[config.mk]
export PLATFORM = sky130hd
export DESIGN_NAME = dual_priority_encoder
export DESIGN_NICKNAME = d
export VERILOG_FILES = /design/src/rtl/dual_priority_encoder_pkg.sv /design/src/rtl/prio_enc_hi.sv /design/src/rtl/dual_priority_encoder.sv
export SDC_FILE = /design/constraint.sdc
export NUM_CORES = 1
export LEC_CHECK = 0
export ABC_AREA = 0
export ABC_CLOCK_PERIOD_IN_PS = 1070
export BUFFER_PORTS_ARGS = -buffer_cell sky130_fd_sc_hd__buf_2
export CORE_ASPECT_RATIO = 0.9
export CORE_MARGIN = 2
export CORE_UTILIZATION = 47
export DETAILED_ROUTE_END_ITERATION = 8
export PLACE_DENSITY = 0.76
export SETUP_SLACK_MARGIN = 0.1
export SLEW_MARGIN = 0
export SYNTH_ARGS = -nofsm -noshare
export SYNTH_HDL_FRONTEND = slang
export SYNTH_SLANG_ARGS = --single-unit
[constraint.sdc]
create_clock -name clk -period 1.07 [get_ports clk]
set_input_delay 0.1605 -clock clk [delete_from_list [all_inputs] [get_ports clk]]
set_output_delay 0.1605 -clock clk [all_outputs]
set_load 0.005 [all_outputs]
[src/rtl/dual_priority_encoder_pkg.sv]
// dual_priority_encoder_pkg: default sizes and code-width helper for the dual priority encoder
package dual_priority_encoder_pkg;
  localparam int DPE_N = 12;
  localparam int DPE_M = 4;
  function automatic int code_width(input int n);
    return $clog2(n + 1);
  endfunction
endpackage

[src/rtl/prio_enc_hi.sv]
// prio_enc_hi: combinational highest-set-bit encoder, 1-based code, 0 when no bit is set
module prio_enc_hi #(
  parameter int N = 12,
  parameter int M = 4
) (
  input  logic [N-1:0] vec,
  output logic [M-1:0] code
);
  always_comb begin
    code = '0;
    for (int i = 0; i < N; i++)
      if (vec[i]) code = M'(i + 1);
  end
endmodule

[src/rtl/dual_priority_encoder.sv]
// dual_priority_encoder: registered first/second highest set-bit codes of a request vector
// Define DUAL_PRIORITY_ENCODER_IN_REG_EN to add an input register stage (latency 2).
module dual_priority_encoder
  import dual_priority_encoder_pkg::*;
#(
  parameter int N = DPE_N,
  parameter int M = DPE_M
) (
  input  logic         clk,
  input  logic         rst_n,
  input  logic         in_valid,
  input  logic [N-1:0] in,
  output logic [M-1:0] first,
  output logic [M-1:0] second,
  output logic         out_valid
);
  if (M < code_width(N)) begin : g_width_check
    $error("dual_priority_encoder: M too small for N");
  end
  logic [N-1:0] enc_in, below;
  logic         enc_v;
  logic [M-1:0] f, s;
`ifdef DUAL_PRIORITY_ENCODER_IN_REG_EN
  logic [N-1:0] in_q;
  logic         v_q;
  always_ff @(posedge clk or negedge rst_n)
    if (!rst_n) begin
      in_q <= '0;
      v_q  <= 1'b0;
    end else begin
      in_q <= in;
      v_q  <= in_valid;
    end
  assign enc_in = in_q;
  assign enc_v  = v_q;
`else
  assign enc_in = in;
  assign enc_v  = in_valid;
`endif
  prio_enc_hi #(.N(N), .M(M)) u_first (.vec(enc_in), .code(f));
  // keep only bits strictly below first's bit, whose code is f
  always_comb begin
    below = '0;
    for (int i = 0; i < N; i++)
      if (enc_in[i] && M'(i + 1) < f) below[i] = 1'b1;
  end
  prio_enc_hi #(.N(N), .M(M)) u_second (.vec(below), .code(s));
  always_ff @(posedge clk or negedge rst_n)
    if (!rst_n) begin
      first     <= '0;
      second    <= '0;
      out_valid <= 1'b0;
    end else begin
      out_valid <= enc_v;
      if (enc_v) begin
        first  <= f;
        second <= s;
      end
    end
endmodule

==> results of run 1 <==
stage by stage:
step | instances | hold WS (ns) | instance area [um^2] | setup WS [ns] | TNS, ns
after CTS | 166 | 0.225 | 1280 | -0.322 | -1.32
after floorplan | 90 | -0.135 | 703 | -0.501 | -1.68
after global placement | 156 | 0.0167 | 1040 | -0.672 | -3.36
after detailed placement | 156 | 0.0159 | 1040 | -0.803 | -3.78
kinds of logic after synthesis:
| logic type | synth area share (%) |
|---|---|
| simple gates | 27.7 |
| compound gates | 30.6 |
| buf+inv | 7.15 |
| flops | 33.0 |
| fa+ha+maj | 1.47 |
what timing repair did:
| item | 4_1_cts |
|---|---|
| hold endpoints to repair | 9 |
| pin swaps | 19 |
| gates resized for setup | 40 |
| setup endpoints to repair | 7 |
| hold buffers | 1 |
| setup buffers | 5 |
==> reports/qor_table.md, run 1 <==
| Metric | Value |
|---|---|
| Synth warn | 0 |
| Worst_ep kind | register data pin |
| H-Tree Level Count | 1 |
| Async set-or-reset flop fraction in the synthesized netlist | 100% |
| Most instantiated library cell after synthesis | sky130_fd_sc_hd__nor2_1 |
| Result of the run | aborted with a tool error |
| Pin count of the biggest net entering global routing | 10 |
| Worst setup endpoint GRT | second[1]$_DFFE_PN0P_/D |
| Synthesized instance count | 90 |
| Synth unique cells | 32 |
| Die width | 44.2 um |
| Stage at which the flow ended | global routing (5_1_grt) |
| Top post-synthesis cells by area | sky130_fd_sc_hd__dfrtp_1, sky130_fd_sc_hd__nor2_1, sky130_fd_sc_hd__a21oi_1 |
| Quantity of I/O buffers inserted on ports | 23 |
| Synthesized area per cell | 7.58 um^2 |
| Post-synth top flop | sky130_fd_sc_hd__dfrtp_1 |
| Die height | 40.1 um |
| Top cell type by total area after synthesis | sky130_fd_sc_hd__dfrtp_1 |
| I/O pin count | 24 |
| Clock root buffer | sky130_fd_sc_hd__clkbuf_4 |
| Number of flip-flops and latches in the synthesized netlist | 9 |
| Commonest cells in the netlist | sky130_fd_sc_hd__nor2_1, sky130_fd_sc_hd__a21oi_1, sky130_fd_sc_hd__dfrtp_1 |
| Sequential share of the synthesized area | 33.0% |
| Clock sink count | 9 |
| Number of buffers created by CTS | 3 |
| Share of the synthesized area in the top cell type | 33.0% |
| Total half-perimeter wirelength after legalization and detailed placement | 1720 um |
| Row Count | 13 |
| Number of flops mapped to enable cells by yosys | 0 |
| Mapped cell area | 682 um^2 |
| Global placement routability congestion | 0.897 |
| Initial Utilization | 48.7% |
| Number of buffers between clock root and the deepest sink | 2 |
| Err | [ERROR DPL-0038] Utilization greater than 100%, impossible to legalize |
| Syn Nets | 105 |
==> inputs of run 2 (changes only) <==
Settings changed: CORE_AREA from default to 2 2 63 65, CORE_ASPECT_RATIO 0.9 to default, CORE_MARGIN 2 to default, CORE_UTILIZATION 47 to default, DIE_AREA from default to 0 0 65 67, PLACE_DENSITY 0.76 to default, PLACE_DENSITY_LB_ADDON from default to 0.15, SETUP_SLACK_MARGIN 0.1 to default.
==> run 2 against run 1 <==
Net effect: the flow now finishes, with violations (negative setup slack); synthesized cell count unchanged; synthesized area stayed put.
==> reports/qor_table.md, run 2 <==
| Metric | Value | Change |
|---|---|---|
| Mux contribution to synthesized area | 0% | unchanged |
| Post-synthesis share of cell area spent on and, or, nand and nor gates | 27.7% | unchanged |
| Async set-or-reset flop fraction in the synthesized netlist | 100% | unchanged |
| Post-route worst hold slack | 0.123 ns |  |
| Layout-stage area growth over the synthesis result | 106% |  |
| Synthesized area per cell | 7.58 um^2 | unchanged |
| RSZ-0062 raised after global routing | yes |  |
| Number of flip-flops and latches in the synthesized netlist | 9 | unchanged |
| Synth warn | 0 | unchanged |
| Type of destination of the critical path | register |  |
| DR WL/cell | 12.8 um |  |
| Total half-perimeter wirelength after legalization and detailed placement | 1900 um | +11% |
| Most instantiated library cell after synthesis | sky130_fd_sc_hd__nor2_1 |  |
| DRC violation count after routing | 0 |  |
| Clock slew seen by the registers of the worst setup and hold paths | 0.04 ns |  |
| Number of antenna violations at the first check in global routing | 0 |  |
| Global Route Usage Sum | 12.7% |  |
| Aggregate routed wire length | 2580 um |  |
| Main combinational cell family by area after synthesis | compound AO/OA/AOI/OAI gates |  |
| Final #Nets | 169 |  |
| First-pass GRT wire length | 4280 um |  |
| Pin count of the biggest net entering global routing | 10 |  |
| Total of max-cap violations | 0 |  |
| Post-synth top flop | sky130_fd_sc_hd__dfrtp_1 |  |
| Drt via density | 4.46 |  |
| Power density over cell area | 902 mW/mm^2 |  |
| Commonest cells in the netlist | sky130_fd_sc_hd__nor2_1, sky130_fd_sc_hd__a21oi_1, sky130_fd_sc_hd__dfrtp_1 |  |
| Result of the run | finished with violations |  |
| ANT cells | 0 |  |
| Core region area | 0.00361 mm^2 |  |
| Minimum clock period after layout | 1.46 ns |  |
| Hold Crit Class | in2reg |  |
| Crit path launch type | primary input |  |
| Die width | 65 um | +47% |
| Row Count | 22 | +9 |
| Clk_skew | 0 ns |  |
| Via count of the first global-routing pass | 970 |  |
| Synth unique cells | 32 | unchanged |
| Most frequent standard cell in the layout excluding fill and tap cells | sky130_fd_sc_hd__buf_4 |  |
| Area of the die | 0.00436 mm^2 |  |
| Gr ovfl total | 0 |  |
| Slew headroom | 81.4% |  |
| Number of routed nets with antenna violations | 0 |  |
| Most used cells in the layout excluding fill and tap cells | sky130_fd_sc_hd__buf_4, sky130_fd_sc_hd__buf_2, sky130_fd_sc_hd__nor2_1 |  |
| Type of the setup path with the least slack | in2reg |  |
| Number of buffers between clock root and the deepest sink | 2 | unchanged |
| Synthesized instance count | 90 | unchanged |
| Post-layout utilization of the core | 38.9% |  |
| Final count of negative-setup-slack endpoints | 5 |  |
| Final period util | 136% |  |
| Share of the synthesized area in the top cell type | 33.0% | unchanged |
| Count of vias placed by the detailed router | 897 |  |
| Peak clock frequency supported by timing | 686 MHz |  |
| Failing checks | negative setup slack |  |
| Top post-synthesis cells by area | sky130_fd_sc_hd__dfrtp_1, sky130_fd_sc_hd__nor2_1, sky130_fd_sc_hd__a21oi_1 |  |
| Fraction of layout instances using a drive strength above 1 | 61.4% |  |
| Hold violation total from the final report | 0 |  |
| Initial Utilization | 18.9% | -30 points |
| Clock root buffer | sky130_fd_sc_hd__clkbuf_8 |  |
| Maximum VDD drop | 0.537 mV |  |
| Max FO, Critical Path | 6 |  |
| Fraction of the mapped netlist area in compound gates | 30.6% | unchanged |
| Detailed Routing Iterations Pass 1 | 4 |  |
| Quantity of I/O buffers inserted on ports | 23 | unchanged |
| Crit path required time | 1.17 ns |  |
| Top cell type by total area after synthesis | sky130_fd_sc_hd__dfrtp_1 |  |
| Syn Nets | 105 | unchanged |
| Die height | 67 um | +67% |
| H-Tree Level Count | 1 | unchanged |
| Clock sink count | 9 | unchanged |
| Clock Latency Late Sink | 0.23 ns |  |
| Post-synthesis xor/xnor area fraction | 0% | unchanged |
| I/O pin count | 24 | unchanged |
| Number of buffers created by CTS | 3 | unchanged |
| Least setup slack across all paths after layout | -0.389 ns |  |
| Filler instances | 378 |  |
| Reported leakage power | 0.599 nW |  |
| Critical path data arrival time | 1.56 ns |  |
| Worst-margin pin slew | 0.278 ns |  |
| Sequential share of the synthesized area | 33.0% | unchanged |
| Global placement routability congestion | 0.800 | -11% |
| Clock tree from TritonCTS | built |  |
| Regs by FF count | first: 4 flops, second: 4 flops, out_valid: 1 flops |  |
| Number of pins exceeding their max-slew limit in the final report | 0 |  |
| Number of DRC markers after the initial detailed-route iteration | 36 |  |
| Number of flops mapped to enable cells by yosys | 0 | unchanged |
| Synthesized-area fraction occupied by adder cells | 1.47% | unchanged |
| Mapped cell area | 682 um^2 | unchanged |
run 2: cell counts after synthesis:
Identical to the previous run, type by type.
run 2: worst paths after layout:
kind                           start   endpoint  cells after the start  slack [ns]
min in group asynchronous      rst_n   first[2]                      2        0.31
min                         in_valid  out_valid                      1        0.12
max reg2reg                second[0]  second[0]                      5        0.05
max in group asynchronous      rst_n  out_valid                      2        0.58
max                           in[10]  second[0]                      8       -0.39
min reg2reg                 first[1]   first[1]                      2        0.49
run 2: cells by family (layout without fill, tap and decap cells):
| logic type | after synthesis | count (layout) |
|---|---|---|
| compound gates | 32 | 32 |
| fa+ha+maj | 1 | 1 |
| buf+inv | 9 | 72 |
| flops | 9 | 9 |
| simple gates | 39 | 39 |
run 2: layout make-up:
class | count | area, um^2 | share of cell area [%]
Clock buffer | 4 | 45.0 | 3.21
Inverter | 6 | 25.0 | 1.79
Multi-Input combinational cell | 72 | 596 | 42.5
Sequential cell | 9 | 225 | 16.1
Tap cell | 48 | 60.1 | 4.29
Timing Repair Buffer | 62 | 450 | 32.1
run 2: through the flow:
step                      total power, W  setup TNS, ns  worst slack (ns)  area (um^2)  instances
final                            0.00126          -1.61            -0.389         1400        201
after floorplan                 0.000549          -1.68            -0.501          703         90
after detailed placement        0.000758          -3.88            -0.748         1110        193
after global placement          0.000758          -3.81            -0.726         1110        193
after global routing             0.00135          -1.84            -0.447         1400        201
after CTS                        0.00124          -1.56            -0.368         1340        201
run 2: critical path, cell delays in order:
cell                       delay, ns
sky130_fd_sc_hd__buf_8          0.11
sky130_fd_sc_hd__or3_4          0.41
sky130_fd_sc_hd__or2_4          0.31
sky130_fd_sc_hd__o21ai_4        0.13
sky130_fd_sc_hd__nand2_1        0.07
sky130_fd_sc_hd__a31oi_1        0.14
sky130_fd_sc_hd__nand3b_1       0.14
sky130_fd_sc_hd__a41oi_2        0.08
run 2: repair_timing:
| action | CTS | global route |
|---|---|---|
| resized for setup | 34 | 14 |
| cloned | 0 | 0 |
| pin swaps | 12 | 6 |
| endpoints found under the hold margin | 9 | 0 |
| setup endpoints to repair | 6 | 7 |
| hold buffers | 1 | 0 |
| buffers inserted | 3 | 1 |
run 2: per-layer routing:
metal | vias up | GRT usage (%) | part of all wire [%]
met5 | - | 0 | 0
met4 | 0 | 5.05 | 1.6
met3 | 4 | 3.04 | 5.1
met2 | 22 | 21.4 | 47
met1 | 417 | 15.5 | 46
li1 | 454 | - | -
run 2: power by group:
part,leakage (nW),switching [W],internal [W]
Combinational,0.474,0.000228,0.000251
Clock,0.0228,0.000132,0.000259
Sequential,0.102,0.0000179,0.000376
Total,0.599,0.000377,0.000887
Note: power is estimated with default switching activity, not from simulation.
